File: src/rtl/dual_rail_pkg.sv
// rtl/dual_rail_pkg.sv - shared types, rail codes and decode helpers for the dual-rail receiver
// Rail pair is {out1,out2}; one-hot codes are legal symbols, 00/11 are line faults.
package dual_rail_pkg;

  typedef enum logic [1:0] {
    ACQ   = 2'd0,
    TRACK = 2'd1,
    FAULT = 2'd2
  } rx_state_t;

  localparam logic [1:0] SYM0     = 2'b10;
  localparam logic [1:0] SYM1     = 2'b01;
  localparam logic [1:0] ERR_NONE = 2'b00;
  localparam logic [1:0] ERR_LO   = 2'b01;
  localparam logic [1:0] ERR_HI   = 2'b10;

  function automatic logic code_valid(input logic [1:0] code);
    return (code == SYM0) || (code == SYM1);
  endfunction

  function automatic logic code_level(input logic [1:0] code);
    return (code == SYM1);
  endfunction

  // Only meaningful for illegal codes: both rails low vs both rails high.
  function automatic logic [1:0] fault_code(input logic [1:0] code);
    return (code == 2'b00) ? ERR_LO : ERR_HI;
  endfunction

endpackage

File: src/rtl/dual_rail_stab.sv
// rtl/dual_rail_stab.sv - rail sample register with saturating stability counter
// stable asserts once the same code has been seen FILT consecutive samples.
module dual_rail_stab
  import dual_rail_pkg::*;
#(
  parameter int FILT = 2
) (
  input  logic       clk,
  input  logic       reset,
  input  logic [1:0] sample,
  output logic [1:0] code_q,
  output logic       stable
);

  localparam int SW = $clog2(FILT + 1);

  logic [SW-1:0] stab;

  always_ff @(posedge clk or posedge reset) begin
    if (reset) begin
      code_q <= SYM1;
      stab   <= '0;
    end else begin
      code_q <= sample;
      if (sample != code_q) begin
        stab <= SW'(1);
      end else if (stab != SW'(FILT)) begin
        stab <= stab + SW'(1);
      end
    end
  end

  assign stable = (stab == SW'(FILT));

endmodule

File: src/rtl/dual_rail_rx.sv
// rtl/dual_rail_rx.sv - dual-rail link receiver: filter, level recovery, edge count, fault trap
// FSM acts on the filtered code; all outputs are registered.
module dual_rail_rx
  import dual_rail_pkg::*;
#(
  parameter int FILT  = 2,
  parameter int CNT_W = 8
) (
  input  logic             clk,
  input  logic             reset,
  input  logic             out1_i,
  input  logic             out2_i,
  input  logic             clr,
  output logic             a_rec,
  output logic             rise,
  output logic             fall,
  output logic [CNT_W-1:0] edge_cnt,
  output logic             err,
  output logic [1:0]       err_code
);

  rx_state_t        state, state_nxt;
  logic [1:0]       code_q;
  logic             stable;
  logic             a_nxt, rise_nxt, fall_nxt, err_nxt;
  logic [CNT_W-1:0] cnt_nxt;
  logic [1:0]       code_nxt;
  logic             valid, level;

  dual_rail_stab #(
    .FILT(FILT)
  ) u_stab (
    .clk   (clk),
    .reset (reset),
    .sample({out1_i, out2_i}),
    .code_q(code_q),
    .stable(stable)
  );

  assign valid = code_valid(code_q);
  assign level = code_level(code_q);

  always_ff @(posedge clk or posedge reset) begin
    if (reset) begin
      state    <= ACQ;
      a_rec    <= 1'b1;
      rise     <= 1'b0;
      fall     <= 1'b0;
      edge_cnt <= '0;
      err      <= 1'b0;
      err_code <= ERR_NONE;
    end else begin
      state    <= state_nxt;
      a_rec    <= a_nxt;
      rise     <= rise_nxt;
      fall     <= fall_nxt;
      edge_cnt <= cnt_nxt;
      err      <= err_nxt;
      err_code <= code_nxt;
    end
  end

  always_comb begin
    state_nxt = state;
    a_nxt     = a_rec;
    rise_nxt  = 1'b0;
    fall_nxt  = 1'b0;
    cnt_nxt   = edge_cnt;
    err_nxt   = err;
    code_nxt  = err_code;
    if (clr) begin
      // clr wins over acquisition, edges and faults in the same cycle.
      state_nxt = ACQ;
      cnt_nxt   = '0;
      err_nxt   = 1'b0;
      code_nxt  = ERR_NONE;
    end else begin
      case (state)
        ACQ: begin
          if (stable && valid) begin
            a_nxt     = level;
            state_nxt = TRACK;
          end else if (stable) begin
            state_nxt = FAULT;
            err_nxt   = 1'b1;
            if (err_code == ERR_NONE) code_nxt = fault_code(code_q);
          end
        end
        TRACK: begin
          if (stable && valid) begin
            if (level != a_rec) begin
              a_nxt    = level;
              rise_nxt = level;
              fall_nxt = ~level;
              cnt_nxt  = edge_cnt + CNT_W'(1);
            end
          end else if (stable) begin
            state_nxt = FAULT;
            err_nxt   = 1'b1;
            if (err_code == ERR_NONE) code_nxt = fault_code(code_q);
          end
        end
        FAULT: begin
        end
        default: state_nxt = ACQ;
      endcase
    end
  end

endmodule

File: config.mk
export PLATFORM = sky130hd
export DESIGN_NAME = dual_rail_rx
export DESIGN_NICKNAME = d
export VERILOG_FILES = /design/src/rtl/dual_rail_pkg.sv /design/src/rtl/dual_rail_stab.sv /design/src/rtl/dual_rail_rx.sv
export SDC_FILE = /design/constraint.sdc
export NUM_CORES = 1
export LEC_CHECK = 0
export CORE_MARGIN = 2
export CORE_UTILIZATION = 46
export DETAILED_ROUTE_END_ITERATION = 16
export GPL_TIMING_DRIVEN = 0
export PLACE_DENSITY = 0.74
export RECOVER_POWER = 100
export SLEW_MARGIN = 30
export SYNTH_ARGS = -nofsm -noshare
export SYNTH_HDL_FRONTEND = slang
export SYNTH_SLANG_ARGS = --single-unit
File: constraint.sdc
create_clock -name clk -period 1.8 [get_ports clk]
set_input_delay 0.45 -clock clk [delete_from_list [all_inputs] [get_ports clk]]
set_output_delay 0.45 -clock clk [all_outputs]
set_load 0.01 [all_outputs]
## Word-level counts from Yosys, hierarchy flattened

Cells that the tools add are included.

- Equality and inequality tests: 14
- Bitwise logic cells: 2
- Muxes and demuxes: 33
- Reduce and logical (&&, ||, !) cells: 19
- Add/sub/neg operators: 2

Operator list:

| cell | count |
|---|---|
| $mux 8 | 4 |
| $mux 2 | 12 |
| $reduce_bool 2->1 | 8 |
| $mux 1 | 15 |
| $ne 2x2->1 const B | 6 |
| $add 8x1->8 const B | 1 |
| $eq 2x2->1 const B | 3 |
| $logic_not 2->1 | 3 |
| $pmux 2 s3 | 1 |
| $reduce_and 3->1 | 2 |
| $reduce_and 5->1 | 1 |
| $eq 2x1->1 const B | 2 |
| $reduce_and 4->1 | 1 |
| $ne 3x3->1 const B | 1 |
| $add 2x1->2 const B | 1 |
| $ne 2x2->1 | 1 |
| $not 1->1 | 2 |
| $pmux 1 s2 | 1 |
| $reduce_and 2->1 | 1 |
| $reduce_or 2->1 | 1 |
| $logic_and 1x1->1 | 1 |
| $logic_or 1x1->1 | 1 |
| $ne 1x1->1 | 1 |

- Register bits after elaboration: 20
- Output and inout port bits: 14
- Input bits: 5

## Longest topological paths before layout

Gate-level depths: netlist of the first run.

- Word-level depth: 7
- Depth in mapped cells: 6
- Depth with buffers taken out: 5

## Cells and area by module

From an unflattened synthesis of the first run, not the netlist that was laid out.

- Cells, all modules: 98
- Area, all modules: 1024.7 um^2

Modules (own cells, without submodules):

| module | instances | area each (um^2) | cells each |
|---|---|---|---|
| dual_rail_rx | 1 | 852.1 | 84 |
| dual_rail_stab | 1 | 172.7 | 14 |

## Worst setup path after synthesis of the first run

No wires, ideal clock.

- Path type: flip-flop to flip-flop
- Start point: register u_stab.code_q[0]
- End point: register edge_cnt[5]
- Arrival time: 1.757 ns
- Slack: -0.082 ns
- Library setup time: 0.125 ns
- Required time: 1.675 ns
- Period minus slack after synthesis: 1.882 ns
- Stages on the path, launching flop included: 6
- Path through: dfstp_2 > inv_1 > ha_1 > nand4b_4 > nor4_1 > mux2_2

- Cells in the longest elaborated chain, start to end: 5
- Elaborated cells on any way between the ends: 8

RTL lines:

| item | RTL line | RTL |
|---|---|---|
| from (decl) | dual_rail_stab.sv:11 | `output logic [1:0] code_q,` |
| from (signal assigned) | dual_rail_stab.sv:24 | `code_q <= sample;` |
| $eq 2x2->1 or $eq 2x1->1 (tied branches) | dual_rail_pkg.sv:18, dual_rail_pkg.sv:22 |  |
| $logic_or 1x1->1 | dual_rail_pkg.sv:18 | `return (code == SYM0) \|\| (code == SYM1);` |
| $logic_and 1x1->1 | dual_rail_rx.sv:90 | `if (stable && valid) begin` |
| $reduce_bool 2->1 (no line) | -- |  |
| $reduce_and 3->1 (no line) * | -- |  |
| to (signal assigned) | dual_rail_rx.sv:57 | `edge_cnt <= cnt_nxt;` |
| to (decl) | dual_rail_rx.sv:17 | `output logic [CNT_W-1:0] edge_cnt,` |

Mark *: on every way between the ends. The rest lies on a longest branch, timed or not.
A chain may end at the register's enable or synchronous reset.

## Worst setup path in the final report of the first run

- Start point: register u_stab.code_q[0]
- End point: register edge_cnt[7]

- Cells in the longest elaborated chain, start to end: 5
- Elaborated cells on any way between the ends: 8

RTL lines:

| item | RTL line | RTL |
|---|---|---|
| $eq 2x1->1 * | dual_rail_pkg.sv:22 | `return (code == SYM1);` |
| named net level | dual_rail_rx.sv:28 | `logic valid, level;` |
| $logic_or 1x1->1 | dual_rail_pkg.sv:18 |  |
| $logic_and 1x1->1 | dual_rail_rx.sv:90 |  |
| $reduce_bool 2->1 (no line) | -- |  |
| $reduce_and 3->1 (no line) * | -- |  |

The timed path passes the listed nets; every way through them passes the cells marked *.

==> results of run 1 <==
## how the worst max path moves through the flow
stage                  endpoint             start  slack, ps  cells after the start
finish              edge_cnt[7]  u_stab.code_q[0]         50                      5
global route        edge_cnt[7]  u_stab.code_q[0]        -20                      5
CTS                 edge_cnt[3]  u_stab.code_q[0]         20                      5
detailed placement  edge_cnt[6]  u_stab.code_q[0]       -140                      5
global placement    edge_cnt[7]  u_stab.code_q[0]       -140                      5
floorplan           edge_cnt[5]  u_stab.code_q[0]         -2                      5
## through the flow
| step | setup TNS, ps | area [um2] | power (uW) | worst slack, ps |
|---|---|---|---|---|
| floorplan | -5.00 | 1080 | 584 | -1.67 |
| global placement | -357 | 1280 | 622 | -141 |
| detailed placement | -458 | 1280 | 626 | -137 |
| CTS | 0 | 1400 | 872 | 17.7 |
| global route | -47.3 | 1480 | 942 | -15.4 |
| finish | 0 | 1480 | 888 | 46.4 |
## metal layers
metal | track usage | wire [um]
met5 | 0 | 0
met4 | 0.0513 | 14
met3 | 0.0343 | 80
met2 | 0.329 | 1130
met1 | 0.227 | 1020
## flip-flops by register name, indices dropped and copies added (netlist names)
register / flops
u_stab.stab: 2
rise: 1
err_code: 2
fall: 1
state: 2
err: 1
edge_cnt: 8
u_stab.code_q: 2
a_rec: 1
## report_power, final
group / switching [uW] / internal [uW]
Combinational: 102 / 83.0
Sequential: 11.6 / 469
Clock: 135 / 86.1
## final cells by class
class                   instances  share of cell area
multi-input cells              75               0.441
flip-flops and latches         20               0.342
repair buffers                 23               0.147
well taps                      28              0.0237
clock buffers                   4              0.0178
plain buffers                   4              0.0152
inverters                       5              0.0127
## cells in the final DEF, fill, tap and decap left out, types with 3 or more instances in the layout
| cell | instances |
|---|---|
| dlygate4sd3_1 | 3 |
| ha_1 | 4 |
| xor2_1 | 3 |
| nor4_4 | 3 |
| clkbuf_4 | 3 |
| clkdlybuf4s50_1 | 13 |
| dfrtp_1 | 16 |
| inv_1 | 4 |
| nand3_1 | 7 |
| nor2_1 | 10 |
| buf_4 | 6 |
| nor2b_1 | 7 |
| nand2_1 | 4 |
| a21oi_1 | 5 |
| mux2_2 | 6 |
## logic make-up (layout without fill, tap and decap cells)
| group | Yosys count | count (layout) | share of synthesized area |
|---|---|---|---|
| compound gates | 12 | 12 | 0.0668 |
| xor+xnor | 5 | 5 | 0.0410 |
| fa+ha+maj | 6 | 6 | 0.0703 |
| buf+inv | 9 | 36 | 0.0387 |
| flops | 20 | 20 | 0.471 |
| mux | 7 | 7 | 0.0739 |
| simple gates | 44 | 45 | 0.238 |
## repair_timing
action | in CTS | in global routing
gates cloned | 1 | 0
pin swaps | 6 | 0
setup endpoints to repair | 8 | 8
resized for setup | 8 | 12
setup buffers | 4 | 2
## tightest hold or removal path, stage by stage (launching register included)
cell	delay, ps
dfrtp_1	360
a21oi_1	40
nor2_1	80
==> results.cfg, run 1 <==
[clock_tree]
cts-root-buf = clkbuf_4
numCtsBuffers = 3
numClockSinks = 20
clock_tree.buffer_depth = 2
cts_tree = yes
h-tree-depth = 1
hold_buffers = 0
clkLatencyLatePin_ps = 300
clk_pin_slew_worst_paths_ps = 120

[sta]
skew_ps = 7.46
relSlewSlack = 0.475
fin_crit_sh = 0.974
drv_slew = 0
period_minus_slack_ps = 1750
max_freq_ghz = 0.570
holdWs_ps = 517
rsz0062_at_grt = true
setup_viol = 0
worst_pin_slew_ps = 786
hold_viol = 0

[critical_path]
timing.rr.end = edge_cnt[7]
r2r_start = u_stab.code_q[0]
startpoint_type = flop
reg2reg_depth = 5
arrival_ps = 1950
cp-end-kind = flop
rrSetupSlack_ps = 50
path_cells = buf_4 > ha_4 > xnor2_4 > nor4_4 > mux2_2
cp.required_ps = 1990
cp_num_buf_inv = 1
path_delay_family = flip-flops
cpPeakStageDelay_ps = 570
path_class = reg2reg
cp_slowest_cell = dfstp_2
crit_path_max_fanout = 9

[synth]
yosys-top-cells-count = dfrtp_1 (18), nor2_1 (10), mux2_2 (7), nand3_1 (7), nor2b_1 (7)
synth-seq-area-share = 0.471
synthFlopType = dfrtp_1
synth_top_cell_by_area = dfrtp_1
synth_edf_count = 0
async_flop_share = 1.00
synth_warnings = 0
synth_area_per_cell_um2 = 10.4
synthTopCellsByArea = dfrtp_1 (42%), mux2_2 (7.4%), ha_1 (7.0%)
synthesis.nets = 114
synth_cells = 103
synth_most_common_cell = dfrtp_1
ys_seq_elements = 20
synth_top_area_frac = 0.422
synth_cell_type_count = 30
synth.cell_area_mm2 = 0.00107

[layout]
area_growth_pct = 38.5
fin_cells = 159
final_util = 0.668
fill_cells = 196
drive_above_1_share = 0.275
layout.nets = 143
multi_input_area_um2 = 652
seq_area_um2 = 505
antenna_cells = 0

[route]
wire_per_inst_um = 14.1
wl_um = 2240
vias_per_cell = 5.45
drtIter0Drc = 11
drc_errors = 0
vias = 867
dr.pass1.iters = 5
drtAntennaViolNets = 0

[floorplan]
die_w_um = 52.2
coreArea_mm2 = 0.00221
die_y_um = 52.2
ios = 19
rows = 17
initial_core_util = 0.482
die-area_mm2 = 0.00272

[pwr]
powerDensity_mw_per_mm2 = 601
max-vdd-ir-drop_v = 0.000440
leakagePower_uw = 0.000731

[global_routing]
grt_antenna_before_repair = 0
grtUsageTotal = 0.185
overflow = 0
grt_max_degree = 21
grt_pass1_wl_um = 3710
grt_pass1_vias = 826

[status]
status = complete, no violations

[placed_design]
dp_hpwl_um = 1400
gp_congestion = 0.795
dp.cells = 148
io_buffers = 17

[run]
drv_cap = 0

[worst_hold_path]
worstHoldStart = err
hold_path_end = err
hp-class = reg2reg
whs_path_depth = 2
(Power assumes the default switching activity.)
==> inputs of run 2 (changes only) <==
CAP_MARGIN = 40   (was not set)
==> run 2 against run 1 <==
Register-to-register slack about the same; sequential power is essentially flat; worst setup slack got worse by 1.5 ps; clock skew down 0.73 ps; total power rose by 0.15%; cell count up 0.63%; final area rose by 0.85%; global-route usage unchanged; clock power barely moved; core utilization rose by 0.57 points; critical path type unchanged; combinational power barely moved.
==> results.cfg, run 2 (synthesis results as in run 1) <==
[sta]
max_freq_ghz = 0.570
hold_viol = 0
skew_ps = 6.72
fin_ws_ps = 44.9
relSlewSlack = 0.475
rsz0062_at_grt = true
drv_slew = 0
period_minus_slack_ps = 1760
fin_crit_sh = 0.975
worst_pin_slew_ps = 788
setup_viol = 0

[critical_path]
path_class = reg2reg
cp.required_ps = 1990
reg2reg_depth = 5
startpoint_type = flop
cp-end-kind = flop
arrival_ps = 1950
timing.rr.end = edge_cnt[7]
r2r_start = u_stab.code_q[0]
cp_num_buf_inv = 1
path_delay_family = flip-flops
crit_path_max_fanout = 9
path_cells = buf_4 > ha_4 > xnor2_4 > nor4_4 > mux2_2
rrSetupSlack_ps = 40
cp_slowest_cell = dfstp_2
cpPeakStageDelay_ps = 570

[global_routing]
overflow = 0
grtUsageTotal = 0.185
grt_pass1_wl_um = 3710
grt_max_degree = 21
grt_antenna_before_repair = 0
grt_pass1_vias = 826

[floorplan]
die_w_um = 52.2
coreArea_mm2 = 0.00221
die-area_mm2 = 0.00272
ios = 19
initial_core_util = 0.482
rows = 17
die_y_um = 52.2

[pwr]
p_switching_uw = 249
sw_frac_of_total = 0.280
leakagePower_uw = 0.000744
intPower_uw = 640
power_frac_comb = 0.211
power_frac_clock = 0.248
powerDensity_mw_per_mm2 = 597
sequentialPowerShare = 0.541
max-vdd-ir-drop_v = 0.000439

[clock_tree]
hold_buffers = 0
cts_tree = yes
numClockSinks = 20
cts-root-buf = clkbuf_4
clock_tree.buffer_depth = 2
numCtsBuffers = 3
h-tree-depth = 1
clkLatencyLatePin_ps = 290
clk_pin_slew_worst_paths_ps = 110

[route]
vias_per_cell = 5.41
wl_met2_um = 1130
wl_um = 2240
wl_met1_um = 990
dr.pass1.iters = 4
wire_per_inst_um = 14.0
drtAntennaViolNets = 0
drtIter0Drc = 11
drc_errors = 0
vias = 866
top_layer = met4
wl_met3_um = 107

[layout]
area_growth_pct = 39.6
mostFrequentLayoutCells = dfrtp_1 (16), clkdlybuf4s50_1 (13), nor2_1 (10)
antenna_cells = 0
multi_input_area_um2 = 652
fill_cells = 195
final_common_cell = dfrtp_1
layout.nets = 144
final_util = 0.674
seq_area_um2 = 505
design_area_mm2 = 0.00149
regMostFlops = edge_cnt
largest_reg_flops = 8
drive_above_1_share = 0.273

[placed_design]
gp_congestion = 0.795
io_buffers = 17
pre_cts_ws_ps = -137
dp_hpwl_um = 1400
placed_area_mm2 = 0.00128

[status]
status = complete, no violations

[worst_hold_path]
hp-class = in2async

[run]
drv_cap = 0
==> run 2: changes by cell type in the layout (fill, tap and decap cells not counted) <==
| cell | previous run | this run |
|---|---|---|
| dlymetal6s4s_1 | 0 | 1 |
==> run 2: how the worst max path moves through the flow <==
| stage | start | to | cells past startpoint |
|---|---|---|---|
| after floorplan | u_stab.code_q[0] | edge_cnt[5] | 5 |
| after global placement | u_stab.code_q[0] | edge_cnt[7] | 5 |
| after detailed placement | u_stab.code_q[0] | edge_cnt[6] | 5 |
| after CTS | u_stab.code_q[0] | edge_cnt[3] | 5 |
| after global routing | u_stab.code_q[0] | edge_cnt[7] | 5 |
| final | u_stab.code_q[0] | edge_cnt[7] | 5 |
==> run 2: layer usage <==
metal,vias to the layer above,global-route usage
li1,422,-
met1,416,0.227
met5,-,0
met2,26,0.329
met4,0,0.0513
met3,2,0.0343
==> run 2: layout make-up <==
cell class | instances | area share
plain buffers | 4 | 0.0151
clock buffers | 4 | 0.0176
flip-flops and latches | 20 | 0.339
well taps | 28 | 0.0235
inverters | 5 | 0.0126
repair buffers | 24 | 0.154
multi-input cells | 75 | 0.437
==> run 2: metrics by stage <==
step / total power [uW] / instances / TNS, ps / hold slack, ps
floorplan: 584 / 103 / -5.00 / 412
global placement: 622 / 148 / -357 / 493
detailed placement: 626 / 148 / -458 / 499
CTS: 872 / 157 / 0 / 526
global route: 945 / 160 / -47.3 / 452
finish: 889 / 160 / 0 / 452
==> run 2: power groups by stage <==
stage | logic [uW] | clock network (uW) | registers (uW)
floorplan | 88.3 | 0 | 496
finish | 188 | 220 | 481
global route | 209 | 251 | 484
detailed placement | 130 | 0 | 495
CTS | 162 | 228 | 482
global placement | 127 | 0 | 494
==> run 2: repair_timing <==
action,4_1_cts,5_1_grt
pin swaps,6,0
setup buffers,4,2
hold endpoints to repair,0,0
gates resized for setup,8,12
cloned,1,0
setup endpoints to repair,8,8
